**config.mk**
```make
export PLATFORM = sky130hd
export DESIGN_NAME = cpu_io_unit
export DESIGN_NICKNAME = d
export VERILOG_FILES = /design/src/rtl/cpu_io_unit_pkg.sv /design/src/rtl/cpu_io_unit_io_channel.sv /design/src/rtl/cpu_io_unit.sv
export SDC_FILE = /design/constraint.sdc
export NUM_CORES = 1
export LEC_CHECK = 0
export CAP_MARGIN = 15
export CORE_MARGIN = 4
export CORE_UTILIZATION = 47
export CTS_CLUSTER_DIAMETER = 80
export DETAILED_ROUTE_END_ITERATION = 16
export PLACE_DENSITY = 0.85
export SYNTH_ARGS = -nofsm -noshare
export SYNTH_HDL_FRONTEND = slang
export SYNTH_HIERARCHICAL = 1
export SYNTH_SLANG_ARGS = --single-unit
export TNS_END_PERCENT = 20
```
**constraint.sdc**
```tcl
create_clock -name clk -period 3.45 [get_ports clk]
set_input_delay 0.69 -clock clk [delete_from_list [all_inputs] [get_ports clk]]
set_output_delay 0.69 -clock clk [all_outputs]
set_load 0.005 [all_outputs]
```
**src/rtl/cpu_io_unit_pkg.sv**
```systemverilog
// Shared types and constants for the programmed-I/O unit.
// No logic of its own; defaults, reset values and the channel-select width helper.
// No flow control here; see cpu_io_unit and cpu_io_unit_io_channel.
package cpu_io_unit_pkg;

    localparam int DATA_W_DEF = 16;
    localparam int NUM_CH_DEF = 2;

    // Output side comes out of reset ready for the CPU (FGO set); interrupts masked.
    localparam logic FGO_RST = 1'b1;
    localparam logic IEN_RST = 1'b0;

    // Output-path state; the encoding is the FGO flag itself.
    typedef enum logic {
        OUT_BUSY = 1'b0,
        OUT_IDLE = 1'b1
    } out_state_e;

    // A single channel still needs a one-bit select.
    function automatic int ch_w(input int num_ch);
        return (num_ch > 1) ? $clog2(num_ch) : 1;
    endfunction

endpackage

```
**src/rtl/cpu_io_unit_io_channel.sv**
```systemverilog
// One I/O channel: INPR/FGI input holding register and OUTR/FGO output FSM.
// Device word visible to the CPU one cycle after acceptance; OUT word offered next cycle.
// Single-entry each way: dev_in_ready = ~FGI, and OUTR is frozen while a word is pending.
module cpu_io_unit_io_channel
    import cpu_io_unit_pkg::*;
#(
    parameter int DATA_W = DATA_W_DEF
) (
    input  logic              clk,
    input  logic              rst_ni,
    input  logic [DATA_W-1:0] dev_in_dat_i,
    input  logic              dev_in_vld_i,
    input  logic              dev_out_rdy_i,
    input  logic              cpu_inp_i,
    input  logic              cpu_out_i,
    input  logic [DATA_W-1:0] cpu_out_dat_i,
    output logic [DATA_W-1:0] inpr_o,
    output logic [DATA_W-1:0] outr_o,
    output logic              fgi_o,
    output logic              fgo_o
);

    logic [DATA_W-1:0] inpr_q;
    logic [DATA_W-1:0] outr_q;
    logic              fgi_q;
    out_state_e        out_state_q;

    // Input register: the device fills it only when empty, an INP drains the flag.
    always_ff @(posedge clk or negedge rst_ni) begin
        if (!rst_ni) begin
            inpr_q <= '0;
            fgi_q  <= 1'b0;
        end else if (dev_in_vld_i && !fgi_q) begin
            inpr_q <= dev_in_dat_i;
            fgi_q  <= 1'b1;
        end else if (cpu_inp_i && fgi_q) begin
            fgi_q  <= 1'b0;
        end
    end

    // Output FSM: OUT loads OUTR only when idle; the device handshake returns it to idle.
    always_ff @(posedge clk or negedge rst_ni) begin
        if (!rst_ni) begin
            outr_q      <= '0;
            out_state_q <= out_state_e'(FGO_RST);
        end else begin
            case (out_state_q)
                OUT_IDLE: begin
                    if (cpu_out_i) begin
                        outr_q      <= cpu_out_dat_i;
                        out_state_q <= OUT_BUSY;
                    end
                end
                OUT_BUSY: begin
                    if (dev_out_rdy_i) begin
                        out_state_q <= OUT_IDLE;
                    end
                end
                default: out_state_q <= OUT_IDLE;
            endcase
        end
    end

    assign inpr_o = inpr_q;
    assign outr_o = outr_q;
    assign fgi_o  = fgi_q;
    assign fgo_o  = (out_state_q == OUT_IDLE);

endmodule

```
**src/rtl/cpu_io_unit.sv**
```systemverilog
// Multi-channel programmed-I/O unit: per-channel INPR/OUTR, CPU select mux, IEN and irq priority.
// CPU reads are combinational; flags and irq change one cycle after the causing edge.
// Per-channel single-word buffering; devices are throttled by dev_in_ready / dev_out_valid.
module cpu_io_unit
    import cpu_io_unit_pkg::*;
#(
    parameter int DATA_W = DATA_W_DEF,
    parameter int NUM_CH = NUM_CH_DEF,
    parameter int CH_W   = ch_w(NUM_CH)
) (
    input  logic                     clk,
    input  logic                     reset,
    input  logic [NUM_CH*DATA_W-1:0] dev_in_data,
    input  logic [NUM_CH-1:0]        dev_in_valid,
    output logic [NUM_CH-1:0]        dev_in_ready,
    output logic [NUM_CH*DATA_W-1:0] dev_out_data,
    output logic [NUM_CH-1:0]        dev_out_valid,
    input  logic [NUM_CH-1:0]        dev_out_ready,
    input  logic [CH_W-1:0]          cpu_ch_sel,
    input  logic                     cpu_inp,
    input  logic                     cpu_out,
    input  logic [DATA_W-1:0]        cpu_out_data,
    output logic [DATA_W-1:0]        cpu_in_data,
    output logic                     cpu_fgi,
    output logic                     cpu_fgo,
    input  logic                     cpu_ion,
    input  logic                     cpu_iof,
    input  logic                     cpu_irq_ack,
    output logic                     irq,
    output logic [CH_W-1:0]          irq_ch
);

    logic [DATA_W-1:0] inpr [NUM_CH];
    logic [DATA_W-1:0] outr [NUM_CH];
    logic [NUM_CH-1:0] fgi;
    logic [NUM_CH-1:0] fgo;
    logic              ien_q;
    logic              ien_d;

    // An out-of-range select matches no channel, so its strobes are dropped here.
    for (genvar c = 0; c < NUM_CH; c++) begin : g_ch
        logic hit;
        assign hit = (cpu_ch_sel == CH_W'(c));

        cpu_io_unit_io_channel #(.DATA_W(DATA_W)) u_ch (
            .clk           (clk),
            .rst_ni        (reset),
            .dev_in_dat_i  (dev_in_data[c*DATA_W +: DATA_W]),
            .dev_in_vld_i  (dev_in_valid[c]),
            .dev_out_rdy_i (dev_out_ready[c]),
            .cpu_inp_i     (cpu_inp & hit),
            .cpu_out_i     (cpu_out & hit),
            .cpu_out_dat_i (cpu_out_data),
            .inpr_o        (inpr[c]),
            .outr_o        (outr[c]),
            .fgi_o         (fgi[c]),
            .fgo_o         (fgo[c])
        );

        assign dev_out_data[c*DATA_W +: DATA_W] = outr[c];
    end

    assign dev_in_ready  = ~fgi;
    assign dev_out_valid = ~fgo;

    // CPU-side read mux; reads zero when the select names no channel.
    always_comb begin
        cpu_in_data = '0;
        cpu_fgi     = 1'b0;
        cpu_fgo     = 1'b0;
        for (int c = 0; c < NUM_CH; c++) begin
            if (cpu_ch_sel == CH_W'(c)) begin
                cpu_in_data = inpr[c];
                cpu_fgi     = fgi[c];
                cpu_fgo     = fgo[c];
            end
        end
    end

    // Interrupt enable next state: any clear beats a simultaneous set.
    always_comb begin
        ien_d = (ien_q | cpu_ion) & ~cpu_iof & ~cpu_irq_ack;
    end

    // Interrupt enable register.
    always_ff @(posedge clk or negedge reset) begin
        if (!reset) begin
            ien_q <= IEN_RST;
        end else begin
            ien_q <= ien_d;
        end
    end

    // Priority encoder over registered flags only: lowest requesting channel wins.
    always_comb begin
        irq_ch = '0;
        for (int c = NUM_CH - 1; c >= 0; c--) begin
            if (fgi[c] | fgo[c]) begin
                irq_ch = CH_W'(c);
            end
        end
    end

    assign irq = ien_q & (|(fgi | fgo));

endmodule

```
==> key figures, run 1 <==
Clock network
  – CTS HTree Levels: 3
  – CTS Hold Bufs: 0
  – CTS tree: built
  – Resized cells post-CTS: 0
  – Setup bufs post-CTS: 0
  – Clock Latency Late Sink: between 0.3 and 0.4 ns
  – Clock sinks: between 60 and 70
  – Clock root cell: clkbuf_8
  – CTS buffer count: 9
  – Reg clk slew, reported paths: about 0.070 ns
  – Clock buffer depth: 2

Global route
  – Met2 GRT Util: 0.273
  – First-pass GRT wire length: 10100 um
  – Vias in the first global route: around 2100
  – Initial antenna violation count: 0
  – Grt peak-use layer: met2
  – GRT overflow: 0
  – Global-route track usage on met1: 0.214
  – GR Util met3: 0.0661
  – Total Routing Usage GR: 0.170
  – Largest net degree at the start of global routing: 37

Synthesis
  – Post-synthesis sequential area ratio: 0.569
  – Syn Nets: roughly 250
  – Area contributors post-synth: dfrtp_1 55%, mux2_2 18%, mux2_4 16%
  – Syn avg cell area: about 16 sq um
  – Area leader, netlist: dfrtp_1
  – Yosys Warn Count: 6
  – Post-synth top area share: 0.552
  – Syn Std Cell Area: 3040 sq um
  – Mapped Cells: 186
  – Synth unique cells: 19
  – Yosys reg bits: 69

Place
  – DPL Wire Length: about 4800 um
  – Gpl congestion: 0.747
  – # port buffers: roughly 120
  – Area after DPL: ~4200 sq um

Cells and area
  – Layout area overhead: 44.3%
  – ANT cells: 0
  – Nets: about 370
  – Fill cells: 459
  – Final non-filler cell area: roughly 4400 sq um
  – Final Util: 0.694
  – Layout cells sized above 1: 0.340

Setup path
  – Crit end category: output pin
  – Worst Setup SP: cpu_ch_sel
  – Critical Path RT: 2.76 ns
  – Reg-to-reg startpoint: g_ch[1].u_ch/fgi_o
  – Startpoint Class: input pin
  – Arr. time, crit path: ~2.2 ns
  – CP max FO: 24
  – CP Class: in -> out

Power and ir drop
  – Logic pwr share: 0.306
  – Clock Power Share: 0.246
  – Cell Int Power: 1.88 mW
  – Power, Total: ~2.5 mW
  – Lkg Pwr: ~1.9 nW
  – Seq pwr share: 0.448
  – Net Sw Frac: 0.238
  – Power density cells: approximately 560 nW/um^2
  – Worst vdd ir: ~0.37 mV
  – Psw: 0.589 mW

Timing
  – Setup TNS: 0 ns
  – Worst slew pin tran: 0.789 ns
  – Unrepaired setup endpoints after global routing: false
  – Final setup skew: 0.00572 ns
  – Final Max Slew Viols: 0
  – Fin. Hold Viols: 0
  – WHS: roughly 0.45 ns
  – Post-layout min period: between 2 and 3 ns
  – Setup Viol. Count Final: 0
  – Worst rel slew slack: 0.474
  – Fmax: around 0.35 GHz
  – Final period util: 0.836

Floorplanning
  – Die Ht: 88.4 um
  – Die width: between 80 and 90 um
  – # rows: 29
  – Die Area: around 7800 sq um
  – CORE AREA: about 6300 sq um
  – I/O pin count: 116
  – Initial core utilization: 0.481

Drt
  – Drt pass-1 iters: 4
  – Vias per std cell: just under 5
  – Via count: roughly 1900
  – # DRC: 0
  – Routed WL: between 6000 and 7000 um
  – Drt wl/cell: ~16 um
  – Iter 0 DRT Violations: 38
  – Final ANT Viol Nets: 0

Run
  – Max Cap Violations: 0

Min path
  – Hold crit path type: in -> async

Status
  – Status: finished clean
-- logic make-up (layout without fill, tap and decap cells) --
| kind of cell | after synthesis | after routing | share of synthesized area |
|---|---|---|---|
| buffers and inverters | 15 | 141 | 0.0494 |
| and+or+nand+nor | 14 | 14 | 0.0259 |
| AOI/OAI and AO/OA | 6 | 6 | 0.0128 |
| muxes | 82 | 82 | 0.343 |
| DFF | 69 | 69 | 0.569 |
-- power groups by stage --
stage / registers [mW] / clock network (mW) / logic (mW)
2_1_floorplan: 1.10 / 0 / 0.354
6_report: 1.11 / 0.609 / 0.756
4_1_cts: 1.11 / 0.631 / 0.770
5_1_grt: 1.13 / 0.668 / 0.814
3_5_place_dp: 1.12 / 0 / 0.768
3_3_place_gp: 1.12 / 0 / 0.745
-- through the flow --
stage	setup slack [ns]	instances
global route	0.529	389
floorplan	1.52	186
finish	0.567	389
detailed placement	0.560	374
global placement	0.577	374
CTS	0.560	389
-- cells in the mapped netlist (all sizes together) --
cell type	number
o41a	1
nor2b	4
dfstp	2
a21oi	2
mux2i	2
nor2	3
dfrtp	67
a211oi	1
inv	6
buf	9
nor3	1
and2	2
nand2	4
o21ai	2
mux2	80
-- layer usage --
layer,wire length [um],up-vias
met3,493,4
li1,-,895
met4,45,0
met1,2630,932
met2,3200,65
met5,0,-
-- worst max-delay path: stages --
cell and delay, ns:
clkdlybuf4s50_1 0.50, buf_12 0.20, mux2_2 0.35, clkdlybuf4s50_1 0.44
-- final timing paths --
| check | end | slack (ns) | cells past startpoint |
|---|---|---|---|
| worst max-delay path | cpu_in_data[13] | 0.57 | 4 |
| worst min-delay path | g_ch[1].u_ch/outr_o[5] | 0.45 | 1 |
| worst max register to register | g_ch[1].u_ch/inpr_o[6] | 1.77 | 3 |
| worst min register to register | g_ch[1].u_ch/inpr_o[15] | 0.50 | 1 |
| max in group asynchronous | g_ch[0].u_ch/outr_o[7] | 2.07 | 2 |
| min in group clk | g_ch[1].u_ch/inpr_o[15] | 0.50 | 1 |
-- placed cells by master (no fill, tap or decap), types with 2 or more instances in the layout --
master	netlist	routed
mux2_2	48	48
clkbuf_8	0	9
nand2_2	2	2
nor2b_2	2	2
mux2_4	32	32
clkdlybuf4s50_1	0	114
dfrtp_1	67	67
clkinv_2	0	3
buf_4	0	4
inv_1	6	6
nor2b_1	2	2
dfstp_2	2	2
nor2_1	3	3
o21ai_0	2	2
mux2i_1	2	2
nand2_1	2	2
and2_1	2	2
a21oi_1	2	2
-- final cells by class --
| type | count | area (sq um) | share of cell area |
|---|---|---|---|
| clock inverter | 5 | 52.6 | 0.0120 |
| tap | 77 | 96.3 | 0.0220 |
| multi-input combinational | 102 | 1160 | 0.264 |
| clock buffer | 10 | 128 | 0.0291 |
| inverter | 6 | 22.5 | 0.00514 |
| sequential | 69 | 1730 | 0.395 |
| timing repair buffer | 120 | 1200 | 0.273 |
-- registers in the layout, indices dropped and copies added (netlist names) --
| signal | cells |
|---|---|
| g_ch.u_ch/fgi_o | 2 |
| g_ch.u_ch/fgo_o | 2 |
| g_ch.u_ch/inpr_o | 32 |
| g_ch.u_ch/outr_o | 32 |
| ien_q | 1 |
Note: power is estimated with default switching activity, not from simulation.
==> inputs of run 2 (changes only) <==
--- a/config.mk
+++ b/config.mk
@@ -7,10 +7,10 @@
 export LEC_CHECK = 0
 export CAP_MARGIN = 15
 export CORE_MARGIN = 4
-export CORE_UTILIZATION = 47
+export CORE_UTILIZATION = 44
 export CTS_CLUSTER_DIAMETER = 80
 export DETAILED_ROUTE_END_ITERATION = 16
-export PLACE_DENSITY = 0.85
+export PLACE_DENSITY = 0.8
 export SYNTH_ARGS = -nofsm -noshare
 export SYNTH_HDL_FRONTEND = slang
 export SYNTH_HIERARCHICAL = 1
==> constraint.sdc (replaced) <==
create_clock -name clk -period 3 [get_ports clk]
set_input_delay 0.6 -clock clk [delete_from_list [all_inputs] [get_ports clk]]
set_output_delay 0.6 -clock clk [all_outputs]
set_load 0.005 [all_outputs]
==> run 2 against run 1 <==
Net effect: clock skew rose by 0.0018 ns; highest routed layer unchanged; core utilization fell by 3.3 points; sequential share of layout area decreased by 0.75 points; non-clock buffer count did not move; cell area grew 1.9%; combinational power grew 15%.
==> key figures, run 2 (synthesis results as in run 1) <==
Clock network
  – CTS buffer count: 9 (unchanged)
  – Clock sinks: 69 (unchanged)
  – Clock buffer depth: 2 (unchanged)
  – CTS HTree Levels: 3 (unchanged)
  – Clock root cell: clkbuf_8
  – Reg clk slew, reported paths: 0.08 ns (about the same)
  – Clock Latency Late Sink: 0.33 ns (about the same)
  – CTS tree: built
  – CTS Hold Bufs: 0 (unchanged)
  – Resized cells post-CTS: 0 (unchanged)
  – Setup bufs post-CTS: 0 (unchanged)

Place
  – DP Cell Count: 377 (+0.80%)
  – DPL Wire Length: 4710 um (-2.4%)
  – Gpl congestion: 0.716 (-4.1%)
  – Area after DPL: 4210 sq um (about the same)
  – # port buffers: 115 (unchanged)

Setup path
  – Arr. time, crit path: 2.12 ns (-0.07 ns)
  – Critical Path RT: 2.40 ns (-0.36 ns)
  – Startpoint Class: input pin
  – CP Class: in -> out
  – Worst R2R Path Depth: 3 (unchanged)
  – Flop-to-flop setup slack: 1.65 ns (-0.12 ns)
  – Reg-to-reg startpoint: g_ch[1].u_ch/fgi_o
  – R2R Path End: g_ch[1].u_ch/inpr_o[8]
  – Crit end category: output pin
  – CP max FO: 24 (unchanged)

Cells and area
  – Layout area overhead: 47.1%
  – Non-filler instance count after layout: 393 (+1.0%)
  – Final non-filler cell area: 4470 sq um (+1.9%)
  – Nets: 368 (unchanged)
  – ANT cells: 0 (unchanged)
  – Most common cell after layout, fill and taps aside: clkdlybuf4s50_1
  – Layout cells sized above 1: 0.345 (+0.00530)
  – Most frequent cells in the layout: 114 x clkdlybuf4s50_1, 67 x dfrtp_1, 48 x mux2_2

Power and ir drop
  – Power density cells: 698 nW/um^2 (+24%)
  – Worst vdd ir: 0.325 mV (-11%)
  – Lkg Pwr: 1.94 nW (+2.0%)

Floorplanning
  – Die width: 91.1 um (+3.0%)
  – CORE AREA: 6760 sq um (+7.0%)
  – Initial core utilization: 0.450 (-0.0315)
  – I/O pin count: 116 (unchanged)
  – # rows: 30 (+3.4%)
  – Die Area: 8300 sq um (+6.2%)
  – Die Ht: 91.1 um (+3.0%)

Global route
  – Total Routing Usage GR: 0.167 (-0.00321)
  – First-pass GRT wire length: 10900 um (+7.2%)
  – Largest net degree at the start of global routing: 30 (-19%)
  – Vias in the first global route: 2176 (+3.1%)
  – Initial antenna violation count: 0 (unchanged)
  – GRT overflow: 0 (unchanged)

Drt
  – Drt pass-1 iters: 4 (unchanged)
  – Iter 0 DRT Violations: 47 (+24%)
  – # DRC: 0 (unchanged)
  – Vias per std cell: 4.82 (-1.2%)
  – Routed WL: 6460 um (+1.4%)
  – Final ANT Viol Nets: 0 (unchanged)
  – Via count: 1893 (-0.16%)
  – Drt wl/cell: 16.4 um (+0.35%)

Min path
  – Hold crit path type: in -> async

Status
  – Status: finished clean

Timing
  – Final Max Slew Viols: 0 (unchanged)
  – Setup Viol. Count Final: 0 (unchanged)
  – Fin. Hold Viols: 0 (unchanged)
  – Fmax: ~0.37 GHz
  – Final period util: 0.906
  – Worst rel slew slack: 0.557 (+0.0832)
  – Final setup skew: 0.00755 ns (+0.00183 ns)
  – Worst slew pin tran: 0.664 ns (-0.125 ns)
  – Unrepaired setup endpoints after global routing: false
  – Setup TNS: 0 ns (unchanged)
  – WHS: 0.290 ns (-0.156 ns)
  – Post-layout min period: around 2.7 ns

Run
  – Max Cap Violations: 0 (unchanged)
[run 2: layer usage]
layer / share of wire / up-vias / wire length (um) / GRT usage
li1: - / 892 / - / -
met1: 0.44 / 924 / 2870 / 0.214
met2: 0.49 / 70 / 3140 / 0.271
met3: 0.058 / 7 / 375 / 0.0439
met4: 0.011 / 0 / 72 / 0.0641
met5: 0 / - / 0 / 0
[run 2: through the flow]
stage          setup WS, ns   util  power (mW)
2_1_floorplan          1.25      -        1.68
3_3_place_gp          0.301  0.623        2.15
3_5_place_dp          0.282  0.623        2.17
4_1_cts               0.279  0.661        3.17
5_1_grt               0.233  0.661        3.28
6_report              0.283  0.661        3.12
[run 2: report_power, final]
group / switching, mW / internal (mW) / total [mW]
sequential: 0.126 / 1.15 / 1.28
combinational: 0.229 / 0.641 / 0.870
clock: 0.337 / 0.633 / 0.971
total: 0.692 / 2.42 / 3.12
[run 2: layout make-up]
| cell class | instances | area [sq um] |
|---|---|---|
| well taps | 80 | 100 |
| clock inverters | 7 | 138 |
| clock buffers | 9 | 124 |
| multi-input cells | 102 | 1160 |
| inverters | 6 | 22.5 |
| repair buffers | 120 | 1200 |
| flip-flops and latches | 69 | 1730 |
| fillers | 514 | 2290 |
[run 2: worst max-delay path by stage]
stage | start | endpoint | slack (ns) | cells past startpoint
3_3_place_gp | cpu_ch_sel | cpu_in_data[14] | 0.30 | 4
2_1_floorplan | cpu_ch_sel | cpu_in_data[0] | 1.25 | 3
5_1_grt | cpu_ch_sel | cpu_in_data[13] | 0.23 | 4
3_5_place_dp | cpu_ch_sel | cpu_in_data[13] | 0.28 | 4
4_1_cts | cpu_ch_sel | cpu_in_data[13] | 0.28 | 4
6_report | cpu_ch_sel | cpu_in_data[12] | 0.28 | 4
[run 2: critical path, cell delays in order]
cell	delay, ns
clkdlybuf4s50_1	0.51
buf_12	0.20
mux2_2	0.35
clkdlybuf4s50_1	0.45
==> inputs of run 3 (changes only) <==
--- a/config.mk
+++ b/config.mk
@@ -5,8 +5,9 @@
 export SDC_FILE = /design/constraint.sdc
 export NUM_CORES = 1
 export LEC_CHECK = 0
+export ABC_CLOCK_PERIOD_IN_PS = 3000
 export CAP_MARGIN = 15
-export CORE_MARGIN = 4
+export CORE_MARGIN = 3
 export CORE_UTILIZATION = 44
 export CTS_CLUSTER_DIAMETER = 80
 export DETAILED_ROUTE_END_ITERATION = 16
==> run 3 against run 2 <==
Net effect: cell area down 1.1%; via count down 1.1%; fmax is 0.73% higher; largest cell class unchanged; largest power group unchanged; die area down 4.3%; wire length down 1.6%; combinational power grew 0.5%; non-clock buffer count decreased by 1; global-route usage is 0.26 points higher.
==> key figures, run 3 (synthesis results as in run 1) <==
Floorplanning
  – I/O pin count: 116 (unchanged)
  – Initial core utilization: 0.465 (+0.0155)
  – Die width: 89.1 um (-2.2%)
  – Die Area: 7940 sq um (-4.3%)
  – CORE AREA: 6530 sq um (-3.3%)
  – # rows: 29 (-3.3%)
  – Die Ht: 89.1 um (-2.2%)

Place
  – # port buffers: 115 (unchanged)
  – Place WS: 0.298 ns (+0.0166 ns)
  – Gpl congestion: 0.753 (+5.1%)
  – DPL Wire Length: 4720 um (+0.22%)

Drt
  – Routed WL: 6360 um (-1.6%)
  – Via count: 1872 (-1.1%)
  – Iter 0 DRT Violations: 42 (-11%)
  – Vias per std cell: 4.81 (about the same)
  – Final ANT Viol Nets: 0 (unchanged)
  – Drt pass-1 iters: 3 (-1)
  – # DRC: 0 (unchanged)
  – Drt wl/cell: 16.3 um (-0.57%)

Setup path
  – CP max FO: 24 (unchanged)
  – CP Class: in -> out
  – Worst R2R Path Depth: 3 (unchanged)
  – Crit path largest cell delay: 0.50 ns (about the same)
  – Arr. time, crit path: 2.10 ns (-0.02 ns)
  – Most frequent CP cell: clkdlybuf4s50_1
  – Critical Path RT: 2.40 ns (about the same)
  – CP max stage cell: clkdlybuf4s50_1
  – Crit end category: output pin
  – Startpoint Class: input pin
  – Crit path cell chain: clkdlybuf4s50_1, buf_12, mux2_2, clkdlybuf4s50_1

Clock network
  – CTS Hold Bufs: 0 (unchanged)
  – CTS HTree Levels: 3 (unchanged)
  – CTS buffer count: 9 (unchanged)
  – Clock Latency Late Sink: 0.33 ns (about the same)
  – Reg clk slew, reported paths: 0.08 ns (about the same)
  – Resized cells post-CTS: 0 (unchanged)
  – Clock buffer depth: 2 (unchanged)
  – Setup bufs post-CTS: 0 (unchanged)
  – Clock root cell: clkbuf_8
  – CTS tree: built
  – Clock sinks: 69 (unchanged)

Timing
  – Final Max Slew Viols: 0 (unchanged)
  – Worst rel slew slack: 0.579 (+0.0219)
  – Final setup skew: 0.00829 ns (+0.000740 ns)
  – Setup ws final: 0.302 ns (+0.0197 ns)
  – Setup TNS: 0 ns (unchanged)
  – Worst slew pin tran: 0.631 ns (-0.0329 ns)
  – WHS: 0.283 ns (-0.00661 ns)
  – Fin. Hold Viols: 0 (unchanged)
  – Fmax: 0.371 GHz (+0.73%)
  – Final period util: 0.899 (-0.00658)
  – Post-layout min period: 2.70 ns (-0.0197 ns)
  – Setup Viol. Count Final: 0 (unchanged)
  – Unrepaired setup endpoints after global routing: false

Cells and area
  – Layout cells sized above 1: 0.343 (-0.00210)
  – Most frequent cells in the layout: 114 x clkdlybuf4s50_1, 67 x dfrtp_1, 48 x mux2_2
  – Most common cell after layout, fill and taps aside: clkdlybuf4s50_1
  – Nets: 367 (-0.27%)
  – ANT cells: 0 (unchanged)
  – Layout area overhead: 45.4%
  – Final Util: 0.676 (+0.0151)

Power and ir drop
  – Net Sw Frac: 0.238 (+0.0159)
  – Clock Power Share: 0.264 (-0.047)
  – Logic pwr share: 0.300 (+0.021)
  – Lkg Pwr: 1.92 nW (-1.4%)
  – Worst vdd ir: 0.460 mV (+41%)
  – Cell Int Power: 2.22 mW (-8.4%)
  – Seq pwr share: 0.436 (+0.027)
  – Power density cells: 660 nW/um^2 (-5.4%)
  – Psw: 0.694 mW (+0.26%)

Min path
  – Hold crit path type: in -> async

Global route
  – Total Routing Usage GR: 0.170 (+0.00264)
  – Largest net degree at the start of global routing: 44 (+47%)
  – Initial antenna violation count: 0 (unchanged)
  – Vias in the first global route: 2112 (-2.9%)
  – GRT overflow: 0 (unchanged)
  – First-pass GRT wire length: 10200 um (-6.6%)

Run
  – Max Cap Violations: 0 (unchanged)

Status
  – Status: finished clean
-- run 3: cell count changes in the layout (fill, tap and decap cells not counted) --
cell | before | now
buf_4 | 4 | 2
bufinv_16 | 4 | 1
clkbuf_8 | 9 | 11
clkinv_4 | 0 | 1
buf_12 | 1 | 2
clkinv_2 | 2 | 1
clkinvlp_4 | 1 | 2
-- run 3: path summary, 6_finish.rpt --
path	from	endpoint	slack [ns]
max	cpu_ch_sel	cpu_in_data[13]	0.30
min	reset	g_ch[0].u_ch/inpr_o[2]	0.28
max reg2reg	g_ch[0].u_ch/fgi_o	g_ch[0].u_ch/inpr_o[9]	1.64
min reg2reg	g_ch[1].u_ch/inpr_o[12]	g_ch[1].u_ch/inpr_o[12]	0.50
max in group asynchronous	reset	g_ch[1].u_ch/inpr_o[1]	2.07
min in group clk	g_ch[1].u_ch/inpr_o[12]	g_ch[1].u_ch/inpr_o[12]	0.50
-- run 3: final cells by class --
cell class / count / area, sq um
Fill cell: 496 / 2110
Clock buffer: 11 / 151
Inverter: 6 / 22.5
Timing Repair Buffer: 119 / 1200
Sequential cell: 69 / 1730
Multi-Input combinational cell: 102 / 1160
Tap cell: 77 / 96.3
Clock inverter: 5 / 58.8
-- run 3: layer usage --
layer,GRT usage,share of wire,up-vias
met1,0.212,0.42,909
li1,-,-,890
met2,0.283,0.50,68
met4,0.0568,0.0088,0
met5,0,0,-
met3,0.0479,0.067,5
-- run 3: power by group through the flow --
stage	logic, mW	registers, mW	clock network, mW
finish	0.874	1.27	0.769
global route	0.942	1.30	0.842
CTS	0.890	1.28	0.797
detailed placement	0.883	1.29	0
global placement	0.860	1.29	0
floorplan	0.408	1.27	0
-- run 3: stage by stage --
| stage | area [sq um] | std cells | power [mW] |
|---|---|---|---|
| 2_1_floorplan | 3040 | 186 | 1.68 |
| 4_1_cts | 4420 | 389 | 2.96 |
| 3_3_place_gp | 4210 | 373 | 2.15 |
| 6_report | 4420 | 389 | 2.92 |
| 5_1_grt | 4420 | 389 | 3.09 |
| 3_5_place_dp | 4210 | 373 | 2.18 |
-- run 3: critical path, delay by kind of cell --
kind / cells / cell delay (ns)
muxes: 1 / 0.35
buffers and inverters: 3 / 1.14
